==> src/rtl/icache_pkg.sv <==
// Shared definitions for the set-associative instruction cache.
// Contents: derived-width functions, FSM state enum, address-field extractor.
package icache_pkg;

   typedef enum logic [1:0] {
      IDLE  = 2'd0,
      FETCH = 2'd1,
      FLUSH = 2'd2
   } state_t;

   // Byte-offset width of a line (word select plus the two byte bits).
   function automatic int unsigned off_w(input int unsigned words);
      return $clog2(words) + 2;
   endfunction

   function automatic int unsigned idx_w(input int unsigned sets);
      return $clog2(sets);
   endfunction

   function automatic int unsigned tag_w(input int unsigned addr_w,
                                         input int unsigned sets,
                                         input int unsigned words);
      return addr_w - idx_w(sets) - off_w(words);
   endfunction

   // Word-select port width; at least one bit so single-word lines still elaborate.
   function automatic int unsigned sel_w(input int unsigned words);
      return (words > 1) ? $clog2(words) : 1;
   endfunction

   // Extracts 'width' bits of an address starting at bit 'lo' (width 0 yields 0).
   function automatic logic [31:0] addr_field(input logic [31:0] addr,
                                              input int unsigned lo,
                                              input int unsigned width);
      return (addr >> lo) & ((32'd1 << width) - 32'd1);
   endfunction

endpackage

==> src/rtl/icache_way.sv <==
// One way of the cache: valid/tag/data arrays with combinational lookup.
// Ports: clock/reset (sync, active-low); lookup index/tag/word -> hit_c,
// valid_c, word_c; fill port writes a line and sets valid; clear port
// invalidates one set.
module icache_way
   import icache_pkg::*;
#(
   parameter int unsigned SETS  = 8,
   parameter int unsigned WORDS = 4,
   parameter int unsigned TAG_W = 3
) (
   input  logic                    clock,
   input  logic                    reset,
   input  logic [idx_w(SETS)-1:0]  index,
   input  logic [TAG_W-1:0]        tag,
   input  logic [sel_w(WORDS)-1:0] word,
   output logic                    hit_c,
   output logic                    valid_c,
   output logic [31:0]             word_c,
   input  logic                    fill,
   input  logic [idx_w(SETS)-1:0]  fill_index,
   input  logic [TAG_W-1:0]        fill_tag,
   input  logic [32*WORDS-1:0]     fill_line,
   input  logic                    clear,
   input  logic [idx_w(SETS)-1:0]  clear_index
);

   localparam int unsigned LINE_W = 32 * WORDS;

   logic [SETS-1:0]   valid_q;
   logic [TAG_W-1:0]  tag_q  [SETS];
   logic [LINE_W-1:0] data_q [SETS];
   logic [LINE_W-1:0] line_c;

   // Valid bits: the only per-way state that reset clears.
   always_ff @(posedge clock) begin
      if (!reset) begin
         valid_q <= '0;
      end else begin
         if (clear) valid_q[clear_index] <= 1'b0;
         if (fill)  valid_q[fill_index]  <= 1'b1;
      end
   end

   // Tag and data storage, qualified by valid so no reset is needed.
   always_ff @(posedge clock) begin
      if (fill) begin
         tag_q[fill_index]  <= fill_tag;
         data_q[fill_index] <= fill_line;
      end
   end

   assign line_c  = data_q[index];
   assign valid_c = valid_q[index];
   assign hit_c   = valid_c && (tag_q[index] == tag);
   assign word_c  = line_c[{word, 5'd0} +: 32];

endmodule

==> src/rtl/instruction_cache_2way.sv <==
// Set-associative instruction cache (1 or 2 ways, true LRU) between the fetch
// stage and a line-wide instruction memory.
// Ports: clock, reset (sync, active-low); CPU side read/address/flush ->
// readdata/busywait; memory side mem_read/mem_address -> mem_readdata/mem_busywait.
module instruction_cache_2way
   import icache_pkg::*;
#(
   parameter int unsigned ADDR_W = 10,
   parameter int unsigned SETS   = 8,
   parameter int unsigned WORDS  = 4,
   parameter int unsigned WAYS   = 2
) (
   input  logic                                clock,
   input  logic                                reset,
   input  logic                                read,
   input  logic [ADDR_W-1:0]                   address,
   input  logic                                flush,
   output logic [31:0]                         readdata,
   output logic                                busywait,
   output logic                                mem_read,
   output logic [ADDR_W-off_w(WORDS)-1:0]      mem_address,
   input  logic [32*WORDS-1:0]                 mem_readdata,
   input  logic                                mem_busywait
);

   localparam int unsigned OFF_W  = off_w(WORDS);
   localparam int unsigned IDX_W  = idx_w(SETS);
   localparam int unsigned TAG_W  = tag_w(ADDR_W, SETS, WORDS);
   localparam int unsigned WSEL_W = sel_w(WORDS);

   logic [TAG_W-1:0]  tag;
   logic [IDX_W-1:0]  idx;
   logic [WSEL_W-1:0] word;

   state_t            state_q, state_d;
   logic [IDX_W-1:0]  fill_idx_q, flush_cnt_q;
   logic [TAG_W-1:0]  fill_tag_q;
   logic              fill_way_q, flush_pend_q, mem_read_q;
   logic [SETS-1:0]   lru_q;
   logic [31:0]       readdata_q;

   logic [WAYS-1:0]   hit_w, valid_w;
   logic [31:0]       word_w [WAYS];
   logic              hit_c, hit_way_c, victim_c;
   logic [31:0]       hit_word_c;
   logic              miss_c, fill_c, touch_c, clear_c;

   assign tag  = TAG_W'(addr_field(32'(address), IDX_W + OFF_W, TAG_W));
   assign idx  = IDX_W'(addr_field(32'(address), OFF_W, IDX_W));
   assign word = WSEL_W'(addr_field(32'(address), 2, OFF_W - 2));

   for (genvar w = 0; w < WAYS; w++) begin : g_way
      icache_way #(.SETS(SETS), .WORDS(WORDS), .TAG_W(TAG_W)) u_way (
         .clock       (clock),
         .reset       (reset),
         .index       (idx),
         .tag         (tag),
         .word        (word),
         .hit_c       (hit_w[w]),
         .valid_c     (valid_w[w]),
         .word_c      (word_w[w]),
         .fill        (fill_c && (fill_way_q == 1'(w))),
         .fill_index  (fill_idx_q),
         .fill_tag    (fill_tag_q),
         .fill_line   (mem_readdata),
         .clear       (clear_c),
         .clear_index (flush_cnt_q)
      );
   end

   // At most one way hits, so an OR-mux selects its word.
   always_comb begin
      hit_word_c = '0;
      for (int w = 0; w < WAYS; w++) begin
         if (hit_w[w]) hit_word_c = hit_word_c | word_w[w];
      end
   end

   assign hit_c = |hit_w;

   // Victim: first invalid way (way 0 first), otherwise the LRU way.
   if (WAYS == 2) begin : g_two
      assign hit_way_c = hit_w[WAYS-1];
      assign victim_c  = !valid_w[0]      ? 1'b0 :
                         !valid_w[WAYS-1] ? 1'b1 : lru_q[idx];
   end else begin : g_one
      assign hit_way_c = 1'b0;
      assign victim_c  = 1'b0;
   end

   // Next-state and per-cycle strobes.
   always_comb begin
      state_d = state_q;
      miss_c  = 1'b0;
      fill_c  = 1'b0;
      touch_c = 1'b0;
      clear_c = 1'b0;
      unique case (state_q)
         IDLE: begin
            touch_c = read && hit_c;
            if (flush) begin
               state_d = FLUSH;
            end else if (read && !hit_c) begin
               miss_c  = 1'b1;
               state_d = FETCH;
            end
         end
         FETCH: begin
            if (!mem_busywait) begin
               fill_c  = 1'b1;
               state_d = (flush_pend_q || flush) ? FLUSH : IDLE;
            end
         end
         FLUSH: begin
            clear_c = 1'b1;
            if (flush_cnt_q == IDX_W'(SETS - 1)) state_d = IDLE;
         end
         default: state_d = IDLE;
      endcase
   end

   // State register, fill latch, flush walk, LRU and held read data.
   always_ff @(posedge clock) begin
      if (!reset) begin
         state_q      <= IDLE;
         mem_read_q   <= 1'b0;
         fill_idx_q   <= '0;
         fill_tag_q   <= '0;
         fill_way_q   <= 1'b0;
         flush_pend_q <= 1'b0;
         flush_cnt_q  <= '0;
         lru_q        <= '0;
         readdata_q   <= '0;
      end else begin
         state_q    <= state_d;
         mem_read_q <= (state_d == FETCH);
         if (miss_c) begin
            fill_idx_q <= idx;
            fill_tag_q <= tag;
            fill_way_q <= victim_c;
         end
         // A flush seen mid-fill is deferred until the fill edge.
         flush_pend_q <= (state_q == FETCH) && !fill_c && (flush_pend_q || flush);
         flush_cnt_q  <= (state_q == FLUSH) ? flush_cnt_q + 1'b1 : '0;
         if (clear_c)           lru_q[flush_cnt_q] <= 1'b0;
         else if (fill_c)       lru_q[fill_idx_q]  <= ~fill_way_q;
         else if (touch_c)      lru_q[idx]         <= ~hit_way_c;
         if (read && hit_c) readdata_q <= hit_word_c;
      end
   end

   assign readdata    = hit_c ? hit_word_c : readdata_q;
   assign busywait    = (state_q != IDLE) || (read && !hit_c);
   assign mem_read    = mem_read_q;
   assign mem_address = {fill_tag_q, fill_idx_q};

endmodule

==> config.mk <==
export PLATFORM = sky130hd
export DESIGN_NAME = instruction_cache_2way
export DESIGN_NICKNAME = d
export VERILOG_FILES = /design/src/rtl/icache_pkg.sv /design/src/rtl/icache_way.sv /design/src/rtl/instruction_cache_2way.sv
export SDC_FILE = /design/constraint.sdc
export NUM_CORES = 2
export LEC_CHECK = 0
export ABC_AREA = 1
export CAP_MARGIN = 30
export CORE_UTILIZATION = 38
export CTS_CLUSTER_DIAMETER = 80
export CTS_CLUSTER_SIZE = 40
export DETAILED_ROUTE_END_ITERATION = 16
export GPL_ROUTABILITY_DRIVEN = 0
export HOLD_SLACK_MARGIN = 0.02
export PLACE_DENSITY_LB_ADDON = 0.05
export SLEW_MARGIN = 20
export SYNTH_ARGS = -nofsm -noshare
export SYNTH_HDL_FRONTEND = slang
export SYNTH_HIERARCHICAL = 1
export SYNTH_SLANG_ARGS = --single-unit
==> constraint.sdc <==
create_clock -name clock -period 16.8 [get_ports clock]
set_clock_uncertainty 0.15 [all_clocks]
set_input_delay 3.36 -clock clock [delete_from_list [all_inputs] [get_ports clock]]
set_output_delay 3.36 -clock clock [all_outputs]
set_load 0.1 [all_outputs]
Yosys cells after proc, flatten, opt, wreduce, memory -nomap -nowiden. Memories as Yosys holds them, arrays and structs flattened. Cells that the tools add are included.

Register bits: 70. Memories kept: 4. Word-level logic and storage cells: 104. Output and inout port bits: 40. Input port bits: 143. Memory bits (writable): 2096.

Equal/unequal tests: 6. Add/subtract/negate cells: 1. Order comparisons: 6. Reductions and logical operators: 20. Muxes and demuxes: 45. Bitwise logic cells: 9. Shift operators: 2.

Memory list: g_way[0].u_way.data_q (words 8, bits a word 128, read ports 1, clocked after Yosys merged registers in 0, write ports 1, RTL line icache_way.sv:32) `logic [LINE_W-1:0] data_q [SETS];`; g_way[1].u_way.data_q (words 8, bits a word 128, read ports 1, clocked after Yosys merged registers in 0, write ports 1, RTL line icache_way.sv:32); g_way[0].u_way.tag_q (words 8, bits a word 3, read ports 1, clocked after Yosys merged registers in 0, write ports 1, RTL line icache_way.sv:31) `logic [TAG_W-1:0] tag_q [SETS];`; g_way[1].u_way.tag_q (words 8, bits a word 3, read ports 1, clocked after Yosys merged registers in 0, write ports 1, RTL line icache_way.sv:31).

Operators with widths (number): 128-bit by 8-bit indexed part select with 32-bit output (2); 32-bit 2-to-1 mux (3); 8-bit 2-to-1 mux (9); 32-bit OR (1); 8-bit bitwise AND (3); 1-bit 2-to-1 mux (19); 8-bit bitwise mux (2); 8-bit OR (2); 3-bit by 4-bit less-than comparator with 1-bit output, second input constant (3); 1-bit logical AND (11); 2-bit 2-to-1 mux (5); 1-bit binary-select mux with 3-bit select (3); 1-bit demux with 3-bit select (3); 3-bit by 1-bit greater-or-equal comparator with 1-bit output, second input constant (3); 8-bit inverter (1); 3-bit equality test (2); 2-bit one-hot mux with 3 select lines (1); 2-bit by 1-bit equality test with 1-bit output, second input constant (2); 3-bit by 1-bit adder with 3-bit output, second input constant (1); 3-bit equality test, second input constant (1); 3-bit nonzero test (1); 2-bit equality test, second input constant (1); 1-bit zero test (2); 2-bit zero test (1); 5 further kinds (7).

Longest topological paths before layout.
Depth in word-level cells: 10. Mapped depth: 22.

Modules after synthesis. Netlist, hierarchy kept.

Modules (own cells, without submodules): icache_way (area an instance 42494.5 sq um, cells an instance 3584, times used 2); instruction_cache_2way (area an instance 3203.1 sq um, cells an instance 470, times used 1).

Worst setup path after synthesis. Ideal clock, no wire load.

Kind: in2reg. From: input mem_busywait. To: memory g_way[0].u_way/data_q[4][0] in the netlist's numbering (enable). Path slack: 6.455 ns. Data arrival time: 9.570 ns. Path buffers: 1. Stages: 8. Data required time: 16.025 ns. Library setup time: 0.625 ns. Cells stage by stage: inv_1 nand3_2 buf_2 nor2_1 inv_1 nor2_1 inv_1 nor2_1.

Cells in the longest elaborated chain, start to end: 5.

RTL lines: start, declared (RTL line instruction_cache_2way.sv:23) `input logic mem_busywait`; 1-bit 2-to-1 mux (RTL line instruction_cache_2way.sv:109) `if (!mem_busywait) begin`; 1-bit 2-to-1 mux (RTL line instruction_cache_2way.sv:98) `unique case (state_q)`; 1-bit logical AND (RTL line instruction_cache_2way.sv:62) `.fill (fill_c && (fill_way_q == 1'(w))),`; 1-bit 2-to-1 mux (RTL line icache_way.sv:47) `if (fill) begin`; 1-bit 2-to-1 mux (implied by the code) (RTL line icache_way.sv:49) `data_q[fill_index] <= fill_line;`; end, declared (RTL line icache_way.sv:32).

No other way between the ends.

==> results_dict.tcl <==
set metrics [dict create \
    status "finished, final reports clean" \
    arrival_ns 8.96 \
    grt_pass1_vias 53195 \
    p_leak_nw 34.6 \
    viasPerCell 5.35 \
    drcViolationCount 0 \
    dieArea_um2 234000 \
    p_sw_mw 2.65 \
    synthDistinctLibCells 34 \
    first_pass_iters 6 \
    fin_crit_sh_pct 74.2 \
    tns_ns 0 \
    initial_utilization_pct 38.3 \
    postSynthAreaPerCell_um2 11.5 \
    fin_nets 7737 \
    synth_area_um2 88200 \
    pwr-share-clk_pct 35.7 \
    pwr-share-comb_pct 7.9 \
    grt_start_max_net_pins 183 \
    yosysSeqAreaShare_pct 73.0 \
    syn_nets 7783 \
    die_h_um 484 \
    yosysWarnings 6 \
    antenna_found_initial 43 \
    overflow 0 \
    clk_latency_ns 0.84 \
    maxCapViolCount 0 \
    drtIter0Drc 5714 \
    wire_per_inst_um 27.1 \
    cts-root-buf "clkbuf_16" \
    cts_resized 0 \
    synth-edff-count 2096 \
    io_pins 183 \
    area.growth.synth_to_final_pct 10.8 \
    slew_violations 0 \
    async_flop_share_pct 0 \
    cp-end-kind "primary output" \
    rsz0062_at_grt "false" \
    synthCells 7638 \
    crit_type "in -> out" \
    cp_max_fo 70 \
    portBuffers 180 \
    grt_pass1_wl_mm 414 \
    synthTopCellsByArea "edfxtp_1, nand2_1, nand3_1" \
    peakVddDrop_mv 0.0872 \
    relSlewSlack_pct 25.0 \
    ys_ff_latch 2166 \
    dp_hpwl_mm 155 \
    cts_buffer_depth 3 \
    hold_path_class "reg -> reg" \
    synth_top_cell_by_area "edfxtp_1" \
    fmax_mhz 80.2 \
    synthTopCellsByCount "nand2_1, edfxtp_1, nand3_1" \
    rows 176 \
    critPathLaunchType "input pin" \
    internal-power_mw 7.88 \
    finalPower_mw 10.5 \
    die_w_um 484 \
    finalHoldViolCount 0 \
    max_slew.worst_pin.slew_ns 1.13 \
    sw_frac_of_total_pct 25.1 \
    power_frac_seq_pct 56.4 \
    cts_setup_buffers 0 \
    setup_viol 0 \
    postRouteAntennaNets 0 \
    numCtsBuffers 135 \
    required_ns 13.29 \
    grt_use_total_pct 24.6 \
    cts.sinks 2166 \
    path_clk_slew_ns 0.08 \
    power_density_nw_per_um2 108 \
    synth.most_common_cell "nand2_1" \
    h-tree-depth 4 \
    synth_ff_type "edfxtp_1" \
    final_layout_size_suffix_gt1_share_pct 5.09 \
    synth_top_area_share_pct 71.4 \
    holdBufCountCts 0 \
    core_area_um2 230000 \
    vias 57596 \
    period_minus_slack_ns 12.47 \
    routed_wl_mm 292 \
    cts_tree "built" \
]
-- logic make-up after synthesis --
logic type | after synthesis | synth area share [%]
flops | 2166 | 73.0
compound gates | 162 | 1.17
buf+inv | 597 | 3.05
fa+ha+maj | 2 | 0.0284
simple gates | 4711 | 22.8
-- per-stage QoR --
step | utilization [%] | hold WS, ns | instances | setup WS [ns] | area [um^2]
after floorplan | - | 0.301 | 7638 | 6.45 | 88200
after global placement | 40.3 | 0.312 | 10472 | 4.28 | 92700
after detailed placement | 40.3 | 0.318 | 10477 | 4.31 | 92800
after CTS | 42.3 | 0.330 | 10719 | 4.31 | 97500
after global routing | 42.4 | 0.354 | 10758 | 4.09 | 97700
final | 42.4 | 0.334 | 10766 | 4.33 | 97700
-- registers in the layout, indices dropped and copies added (netlist names) --
name                 cells
state_q                  2
lru_q                    8
fill_idx_q               3
fill_tag_q               3
g_way.u_way/data_q    2048
readdata_q              32
g_way.u_way/tag_q       48
fill_way_q               1
flush_cnt_q              3
mem_read                 1
flush_pend_q             1
g_way.u_way/valid_q     16
-- worst max-delay path, cell delays in order --
cell	delay, ns
buf_8	0.43
buf_4	0.68
buf_4	0.68
buf_4	0.77
nand2_1	0.11
nand3_1	0.12
nand3_1	0.10
nand2_1	0.21
nand2_1	0.18
nand3_1	0.42
and2_1	0.19
a22o_1	0.15
a21o_1	0.18
clkdlybuf4s50_1	1.16
-- final timing paths --
kind         depth (start not counted)  slack (ns)                             to                      start
max                                 14        4.33                   readdata[14]                 address[4]
min                                  2        0.33      g_way[0].u_way/valid_q[0]  g_way[0].u_way/valid_q[0]
max reg2reg                          7       12.02  g_way[0].u_way/data_q[3][110]                 state_q[0]
min reg2reg                          2        0.33      g_way[0].u_way/valid_q[0]  g_way[0].u_way/valid_q[0]
-- placed cells by master, fill, tap and decap left out, types with 21 or more instances in the layout --
cell type           n
diode_2            43
o21ai_0            56
edfxtp_1         2096
clkdlybuf4s50_1   174
a21o_1             32
nand2_1          2740
nand3_1          1743
a21oi_1            28
buf_12             22
buf_4              90
inv_1             104
and2_1             64
a22o_1             32
dfxtp_1            70
nor2_1            124
nor2_4             21
clkbuf_16         139
-- per-layer routing --
layer	GRT usage, %	vias to the layer above	part of all wire, %
li1	-	26544	-
met5	0	-	0.055
met2	38.5	1683	46
met4	6.45	26	2.3
met1	36.1	29048	46
met3	3.06	295	5.6
-- power groups by stage --
stage / Combinational (mW) / Clock [mW] / Sequential, mW
6_report: 0.830 / 3.76 / 5.94
2_1_floorplan: 0.442 / 0 / 6.07
3_5_place_dp: 0.833 / 0 / 6.06
5_1_grt: 0.894 / 4.01 / 5.94
3_3_place_gp: 0.827 / 0 / 6.06
4_1_cts: 0.835 / 3.85 / 5.94
-- final cells by class --
type | instances | area [um^2]
sequential | 2166 | 64300
clock buffer | 144 | 3500
antenna | 43 | 108
fill | 21619 | 133000
tap | 3026 | 3790
timing repair buffer | 294 | 2980
multi-input combinational | 4875 | 21300
clock inverter | 98 | 1160
inverter | 120 | 520
(Power assumes the default switching activity.)
